===== config.mk =====
export PLATFORM = sky130hd
export DESIGN_NAME = ccg_eval_scheduler
export DESIGN_NICKNAME = d
export VERILOG_FILES = /design/src/rtl/ccg_eval_pkg.sv /design/src/rtl/ccg_misr.sv /design/src/rtl/ccg_eval_scheduler.sv
export SDC_FILE = /design/constraint.sdc
export NUM_CORES = 1
export LEC_CHECK = 0
export ABC_AREA = 1
export BUFFER_PORTS_ARGS = -buffer_cell sky130_fd_sc_hd__buf_2
export CAP_MARGIN = 25
export CORE_MARGIN = 4
export CORE_UTILIZATION = 50
export DETAILED_ROUTE_END_ITERATION = 10
export PLACE_DENSITY_LB_ADDON = 0.1
export SYNTH_ARGS = -nofsm -noshare
export SYNTH_HDL_FRONTEND = slang
export SYNTH_SLANG_ARGS = --single-unit

===== constraint.sdc =====
create_clock -name clk -period 3.3 [get_ports clk]
set_clock_uncertainty 0.2 [all_clocks]
set_input_delay 0.66 -clock clk [delete_from_list [all_inputs] [get_ports clk]]
set_output_delay 0.66 -clock clk [all_outputs]
set_load 0.01 [all_outputs]

===== src/rtl/ccg_eval_pkg.sv =====
// Shared state type, tap constants and default widths for the
// ccg_eval_scheduler benchmark sequencer.
package ccg_eval_pkg;

   localparam int DEF_IN_W       = 29;
   localparam int DEF_OUT_W      = 27;
   localparam int DEF_CNT_W      = 16;
   localparam int DEF_SETTLE_CYC = 2;

   // Feedback taps: LFSR uses bits 28,26; MISR uses bits 26,4,1,0
   localparam logic [DEF_IN_W-1:0]  LFSR_TAPS = 29'h1400_0000;
   localparam logic [DEF_OUT_W-1:0] MISR_TAPS = 27'h400_0013;

   typedef enum logic [2:0] {
      IDLE,
      LOAD,
      APPLY,
      SETTLE,
      CAPTURE,
      DONE
   } state_t;

endpackage


===== src/rtl/ccg_misr.sv =====
// Multiple-input signature register that compacts benchmark responses;
// clear has priority over enable.
module ccg_misr
   import ccg_eval_pkg::*;
#(
   parameter int W = DEF_OUT_W
) (
   input  logic         clk,
   input  logic         rst_n,
   input  logic         clear,
   input  logic         enable,
   input  logic [W-1:0] data,
   output logic [W-1:0] sig
);

   logic feedback;

   assign feedback = ^(sig & W'(MISR_TAPS));

   always_ff @(posedge clk or negedge rst_n) begin
      if (!rst_n) begin
         sig <= '0;
      end else if (clear) begin
         sig <= '0;
      end else if (enable) begin
         sig <= {sig[W-2:0], feedback} ^ data;
      end
   end

endmodule


===== src/rtl/ccg_eval_scheduler.sv =====
// Drives a combinational benchmark with an LFSR vector stream, waits a settle
// time per vector and compacts the responses into a MISR signature.
module ccg_eval_scheduler
   import ccg_eval_pkg::*;
#(
   parameter int IN_W       = DEF_IN_W,
   parameter int OUT_W      = DEF_OUT_W,
   parameter int CNT_W      = DEF_CNT_W,
   parameter int SETTLE_CYC = DEF_SETTLE_CYC
) (
   input  logic             clk,
   input  logic             rst_n,
   input  logic             start_i,
   input  logic [IN_W-1:0]  seed_i,
   input  logic [CNT_W-1:0] vec_count_i,
   input  logic             abort_i,
   output logic             ready_o,
   output logic             busy_o,
   output logic [IN_W-1:0]  vec_o,
   output logic             vec_valid_o,
   input  logic [OUT_W-1:0] resp_i,
   output logic             result_valid_o,
   input  logic             result_ready_i,
   output logic [OUT_W-1:0] misr_o,
   output logic [CNT_W-1:0] ones_cnt_o,
   output logic             mismatch_o,
   output logic [CNT_W-1:0] first_fail_idx_o
);

   localparam int SET_W = (SETTLE_CYC > 1) ? $clog2(SETTLE_CYC) : 1;

   state_t           state;
   state_t           next_state;
   logic [IN_W-1:0]  seed_reg;
   logic [CNT_W-1:0] count_reg;
   logic [IN_W-1:0]  lfsr;
   logic [IN_W-1:0]  lfsr_next;
   logic [CNT_W-1:0] idx;
   logic [SET_W-1:0] settle_cnt;
   logic             settle_last;
   logic             resp_mixed;
   logic             misr_clear;
   logic             misr_enable;

   assign lfsr_next   = {lfsr[IN_W-2:0], ^(lfsr & IN_W'(LFSR_TAPS))};
   assign settle_last = (settle_cnt == SET_W'(SETTLE_CYC - 1));
   assign resp_mixed  = (resp_i != '0) && (resp_i != '1);
   assign misr_clear  = (state == LOAD) && !abort_i;
   assign misr_enable = (state == CAPTURE) && !abort_i;

   // Abort wins over every in-run transition, including the CAPTURE update
   always_comb begin
      next_state = state;
      case (state)
         IDLE:    if (start_i) next_state = LOAD;
         LOAD:    if (abort_i) next_state = IDLE;
                  else if (count_reg == '0) next_state = DONE;
                  else next_state = APPLY;
         APPLY:   if (abort_i) next_state = IDLE;
                  else next_state = (SETTLE_CYC > 0) ? SETTLE : CAPTURE;
         SETTLE:  if (abort_i) next_state = IDLE;
                  else if (settle_last) next_state = CAPTURE;
         CAPTURE: if (abort_i) next_state = IDLE;
                  else if (idx == count_reg - 1'b1) next_state = DONE;
                  else next_state = APPLY;
         DONE:    if (result_ready_i) next_state = IDLE;
         default: next_state = IDLE;
      endcase
   end

   always_ff @(posedge clk or negedge rst_n) begin
      if (!rst_n) begin
         state            <= IDLE;
         ready_o          <= 1'b1;
         busy_o           <= 1'b0;
         vec_valid_o      <= 1'b0;
         result_valid_o   <= 1'b0;
         vec_o            <= '0;
         seed_reg         <= '0;
         count_reg        <= '0;
         lfsr             <= '0;
         idx              <= '0;
         settle_cnt       <= '0;
         ones_cnt_o       <= '0;
         mismatch_o       <= 1'b0;
         first_fail_idx_o <= '0;
      end else begin
         state          <= next_state;
         ready_o        <= (next_state == IDLE);
         busy_o         <= next_state inside {LOAD, APPLY, SETTLE, CAPTURE};
         vec_valid_o    <= next_state inside {APPLY, SETTLE, CAPTURE};
         result_valid_o <= (next_state == DONE);

         case (state)
            IDLE: begin
               if (start_i) begin
                  seed_reg  <= (seed_i == '0) ? IN_W'(1) : seed_i;
                  count_reg <= vec_count_i;
               end
            end
            LOAD: begin
               if (!abort_i) begin
                  lfsr             <= seed_reg;
                  idx              <= '0;
                  ones_cnt_o       <= '0;
                  mismatch_o       <= 1'b0;
                  first_fail_idx_o <= '0;
               end
            end
            APPLY:   settle_cnt <= '0;
            SETTLE:  settle_cnt <= settle_cnt + 1'b1;
            CAPTURE: begin
               if (!abort_i) begin
                  ones_cnt_o <= ones_cnt_o + CNT_W'(resp_i[0]);
                  if (resp_mixed && !mismatch_o) begin
                     mismatch_o       <= 1'b1;
                     first_fail_idx_o <= idx;
                  end
                  lfsr <= lfsr_next;
                  idx  <= idx + 1'b1;
               end
            end
            default: ;
         endcase

         // The vector only moves when a new APPLY begins
         if (next_state == APPLY) begin
            vec_o <= (state == LOAD) ? seed_reg : lfsr_next;
         end
      end
   end

   ccg_misr #(
      .W(OUT_W)
   ) u_misr (
      .clk    (clk),
      .rst_n  (rst_n),
      .clear  (misr_clear),
      .enable (misr_enable),
      .data   (resp_i),
      .sig    (misr_o)
   );

endmodule

==> impl_results.html <==
<table>
<tr><th>Metric</th><th>Value</th></tr>
<tr><th colspan="2">Outcome</th></tr>
<tr><td>Result of the run</td><td>finished, final reports clean</td></tr>
<tr><th colspan="2">STA</th></tr>
<tr><td>Tightest slew margin relative to the limit</td><td>0.4125</td></tr>
<tr><td>Max-slew violations</td><td>0</td></tr>
<tr><td>Fin. Hold Viols</td><td>0</td></tr>
<tr><td>Pin slew with the least headroom to its limit</td><td>roughly 0.9 ns</td></tr>
<tr><td># setup viols final</td><td>0</td></tr>
<tr><td>Setup TNS after final layout</td><td>0 ns</td></tr>
<tr><td>Tmin final</td><td>between 2 and 3 ns</td></tr>
<tr><td>Final period util</td><td>0.8339</td></tr>
<tr><td>Unrepaired setup endpoints after global routing</td><td>no</td></tr>
<tr><td>F_max</td><td>approximately 360 MHz</td></tr>
<tr><th colspan="2">Route</th></tr>
<tr><td>Detailed router's first-iteration violation count</td><td>439</td></tr>
<tr><td>Post-detailed-route count of antenna-violating nets</td><td>0</td></tr>
<tr><td>First-pass DRT Iterations</td><td>4</td></tr>
<tr><td>Total via count after detailed routing</td><td>7863</td></tr>
<tr><td>Post-detailed-routing wire length</td><td>around 22000 µm</td></tr>
<tr><td>Remaining design rule violation count</td><td>0</td></tr>
<tr><td>Average wire per cell in the routed design</td><td>~15 µm</td></tr>
<tr><td>Vias per Instance</td><td>around 5.2</td></tr>
<tr><th colspan="2">Critical path</th></tr>
<tr><td>Critical path, cell by cell</td><td>inv_1 &gt; ha_1 &gt; nand2_1 &gt; nor2_4 &gt; nand2_1 &gt; clkinv_1 &gt; nand3_1 &gt; nand2_1 &gt; nand2_1 &gt; nor2_1 &gt; nand3_1 &gt; nand2_2 &gt; nor2_4 &gt; nand2_2 &gt; nand2_1 &gt; nand2_1</td></tr>
<tr><td>Arrival time reported for the critical path endpoint</td><td>~2.9 ns</td></tr>
<tr><td>Slowest stage cell on the critical path</td><td>nand2_2</td></tr>
<tr><td>Cell repeated most along the worst path</td><td>nand2_1</td></tr>
<tr><td>Endpoint class of the critical path</td><td>flip-flop</td></tr>
<tr><td>Class of the most critical setup path</td><td>reg2reg</td></tr>
<tr><td>Largest stage delay, worst path</td><td>approximately 0.47 ns</td></tr>
<tr><td>Required time reported for the critical path endpoint</td><td>between 3 and 4 ns</td></tr>
<tr><td>Category of cells accounting for the largest share of critical-path delay</td><td>simple AND/OR/NAND/NOR gates</td></tr>
<tr><td>Maximum fanout encountered on the critical timing path</td><td>29</td></tr>
<tr><td>Kind of start point of the critical path</td><td>flip-flop</td></tr>
<tr><td>Number of buffer and inverter stages on the critical path</td><td>2</td></tr>
<tr><th colspan="2">Synthesis</th></tr>
<tr><td>Warning count from the yosys run</td><td>0</td></tr>
<tr><td>Flop and latch count out of synthesis</td><td>approximately 190</td></tr>
<tr><td>Number of flops mapped to enable cells by yosys</td><td>0</td></tr>
<tr><td>Share of synthesized area occupied by flip-flops and latches</td><td>0.5130</td></tr>
<tr><td>Post-synthesis area per instance</td><td>between 8 and 9 µm²</td></tr>
<tr><td>Flip-flop cell with the highest count after synthesis</td><td>dfrtp_1</td></tr>
<tr><td>Mapped Cells</td><td>roughly 1100</td></tr>
<tr><td>Cell area after synthesis</td><td>approximately 9000 µm²</td></tr>
<tr><td>Number of nets produced by synthesis</td><td>approximately 1200</td></tr>
<tr><td>Async S/R FF share, synth</td><td>1.000</td></tr>
<tr><td>Distinct cell type count after synthesis</td><td>38</td></tr>
<tr><th colspan="2">Global routing</th></tr>
<tr><td>GRT Residual Overflow</td><td>0</td></tr>
<tr><td>First-pass GRT wire length</td><td>36960 µm</td></tr>
<tr><td>Pin count of the biggest net entering global routing</td><td>76</td></tr>
<tr><td>Vias in the first global route</td><td>between 7000 and 8000</td></tr>
<tr><td>Total GRT Usage</td><td>0.2234</td></tr>
<tr><td>Number of antenna violations at the first check in global routing</td><td>0</td></tr>
<tr><th colspan="2">Floorplanning</th></tr>
<tr><td>Area of the core</td><td>around 18000 µm²</td></tr>
<tr><td>Total die area</td><td>20470 µm²</td></tr>
<tr><td>Floorplan row count</td><td>~50</td></tr>
<tr><td>Effective utilization at floorplan</td><td>0.5080</td></tr>
<tr><td>Ports placed on the boundary</td><td>170</td></tr>
<tr><td>Die Y-Extent</td><td>143.1 µm</td></tr>
<tr><td>Die Width</td><td>between 100 and 150 µm</td></tr>
<tr><th colspan="2">Placement</th></tr>
<tr><td>Number of buffer cells added on primary ports</td><td>169</td></tr>
<tr><td>Number of cells in the design after placement</td><td>1477</td></tr>
<tr><td>Weighted congestion at the end of routability-driven global placement</td><td>about 0.86</td></tr>
<tr><td>Placed instance area</td><td>between 10000 and 15000 µm²</td></tr>
<tr><td>Detail Placement HPWL</td><td>between 15000 and 20000 µm</td></tr>
<tr><th colspan="2">Clocking</th></tr>
<tr><td>Master cell of the clock root buffer</td><td>clkbuf_16</td></tr>
<tr><td>Sink Count</td><td>between 150 and 200</td></tr>
<tr><td>Level count of the clock H-tree</td><td>4</td></tr>
<tr><td>Post-cts resize count</td><td>0</td></tr>
<tr><td>Setup Fix Bufs, Post-CTS</td><td>0</td></tr>
<tr><td>Number of clock buffers inserted by TritonCTS</td><td>17</td></tr>
<tr><td>Number of hold buffers added after CTS</td><td>0</td></tr>
<tr><td>Clock latency on the worst-skew pair</td><td>between 0.4 and 0.5 ns</td></tr>
<tr><td>Maximum count of clock buffers along a single path</td><td>2</td></tr>
<tr><td>TritonCTS clock tree</td><td>built</td></tr>
<tr><td>Clock-pin slew on the worst setup and hold paths</td><td>0.07 ns</td></tr>
<tr><th colspan="2">Finish</th></tr>
<tr><td>Number of antenna repair diodes</td><td>0</td></tr>
<tr><td>Most common cell after layout, fill and taps aside</td><td>nand2_1</td></tr>
<tr><td>Layout Cell Area excl Fill</td><td>10820 µm²</td></tr>
<tr><td>Layout filler cell count</td><td>between 1500 and 2000</td></tr>
<tr><td>Commonest non-fill, non-tap cells in the layout</td><td>nand2_1, dfrtp_1, buf_2</td></tr>
<tr><td>Layout Utilization</td><td>0.6024</td></tr>
<tr><td>Non-filler instance count after layout</td><td>about 1500</td></tr>
<tr><td>Count of nets after finishing</td><td>approximately 1300</td></tr>
<tr><td>Fraction of final layout cells with drive strength greater than 1</td><td>0.1914</td></tr>
<tr><td>Synth-to-layout area growth</td><td>18.58%</td></tr>
<tr><th colspan="2">Flow run</th></tr>
<tr><td>Total of max-cap violations</td><td>0</td></tr>
<tr><th colspan="2">Power</th></tr>
<tr><td>Overall power of the completed layout</td><td>between 8 and 9 mW</td></tr>
<tr><td>Power Density</td><td>approximately 800 nW/µm²</td></tr>
<tr><td>VDD IR max</td><td>around 0.6 mV</td></tr>
<tr><td>Reported leakage power</td><td>5.464 nW</td></tr>
<tr><th colspan="2">Min path</th></tr>
<tr><td>Type of the most critical hold path</td><td>in2async</td></tr>
</table>
-- power by group --
group          switching [mW]  total [mW]  internal, mW
clock                   0.909        2.17          1.26
combinational            1.83        2.93          1.10
sequential              0.507        3.53          3.02
-- cell usage after synthesis, drive strengths merged, types with 2 or more instances --
library cell  number  area share
ha                 4      0.0055
xnor2             32       0.031
a21oi             60       0.033
xor2               8      0.0077
nand3b             4      0.0033
mux2              16       0.020
inv              127       0.052
nor4              15       0.010
o22ai              3      0.0021
dfrtp            186        0.51
a211oi             2      0.0016
o21ai            109       0.060
nor2             104       0.046
nand2            269        0.11
buf               17      0.0097
clkbuf            30       0.012
nand4             15       0.010
nor3              12      0.0066
a22o               3      0.0029
nand3             59       0.032
o211ai            28       0.023
-- layout make-up --
class,count,area (µm²),area share
well taps,229,286.5,0.02648
flip-flops and latches,187,4681,0.4326
inverters,128,480.5,0.04440
multi-input cells,751,3772,0.3486
repair buffers,182,977.2,0.09031
clock buffers,20,466.7,0.04313
clock inverters,12,156.4,0.01445
-- worst paths after layout --
path,start,slack (ns),depth (start not counted),endpoint
setup / recovery,count_reg[0],0.55,16,vec_o[17]
hold / removal,rst_n,0.03,1,count_reg[1]
setup reg to reg,count_reg[0],0.55,16,vec_o[17]
hold reg to reg,vec_o[13],0.27,2,vec_o[13]
max in group asynchronous,rst_n,2.14,2,first_fail_idx_o[12]
min in group clk,vec_count_i[15],0.26,2,count_reg[15]
-- metal layers --
| layer | vias up | part of all wire | GRT usage |
|---|---|---|---|
| li1 | 3923 | - | - |
| met5 | - | 0 | 0 |
| met2 | 175 | 0.45 | 0.3400 |
| met1 | 3747 | 0.49 | 0.3269 |
| met3 | 18 | 0.051 | 0.05090 |
| met4 | 0 | 0.012 | 0.05403 |
-- through the flow --
step | setup WS, ns | hold WS, ns
after floorplan | 1.001 | 0.1644
after global placement | 0.6568 | 0.2515
after detailed placement | 0.5389 | 0.2540
after CTS | 0.5361 | 0.03545
after global routing | 0.2011 | 0.05928
final | 0.5481 | 0.02787
-- logic make-up (layout without fill, tap and decap cells) --
family,Yosys count,after routing,share of synthesized area
flip-flops,187,187,0.5130
AO/OA/AOI/OAI,208,208,0.1246
XOR/XNOR,40,40,0.03839
buffers and inverters,175,342,0.07473
multiplexers,17,17,0.02084
adder cells (fa/ha/maj),4,4,0.005485
AND/OR/NAND/NOR,482,482,0.2230
Power figures use the tool's default switching activity.
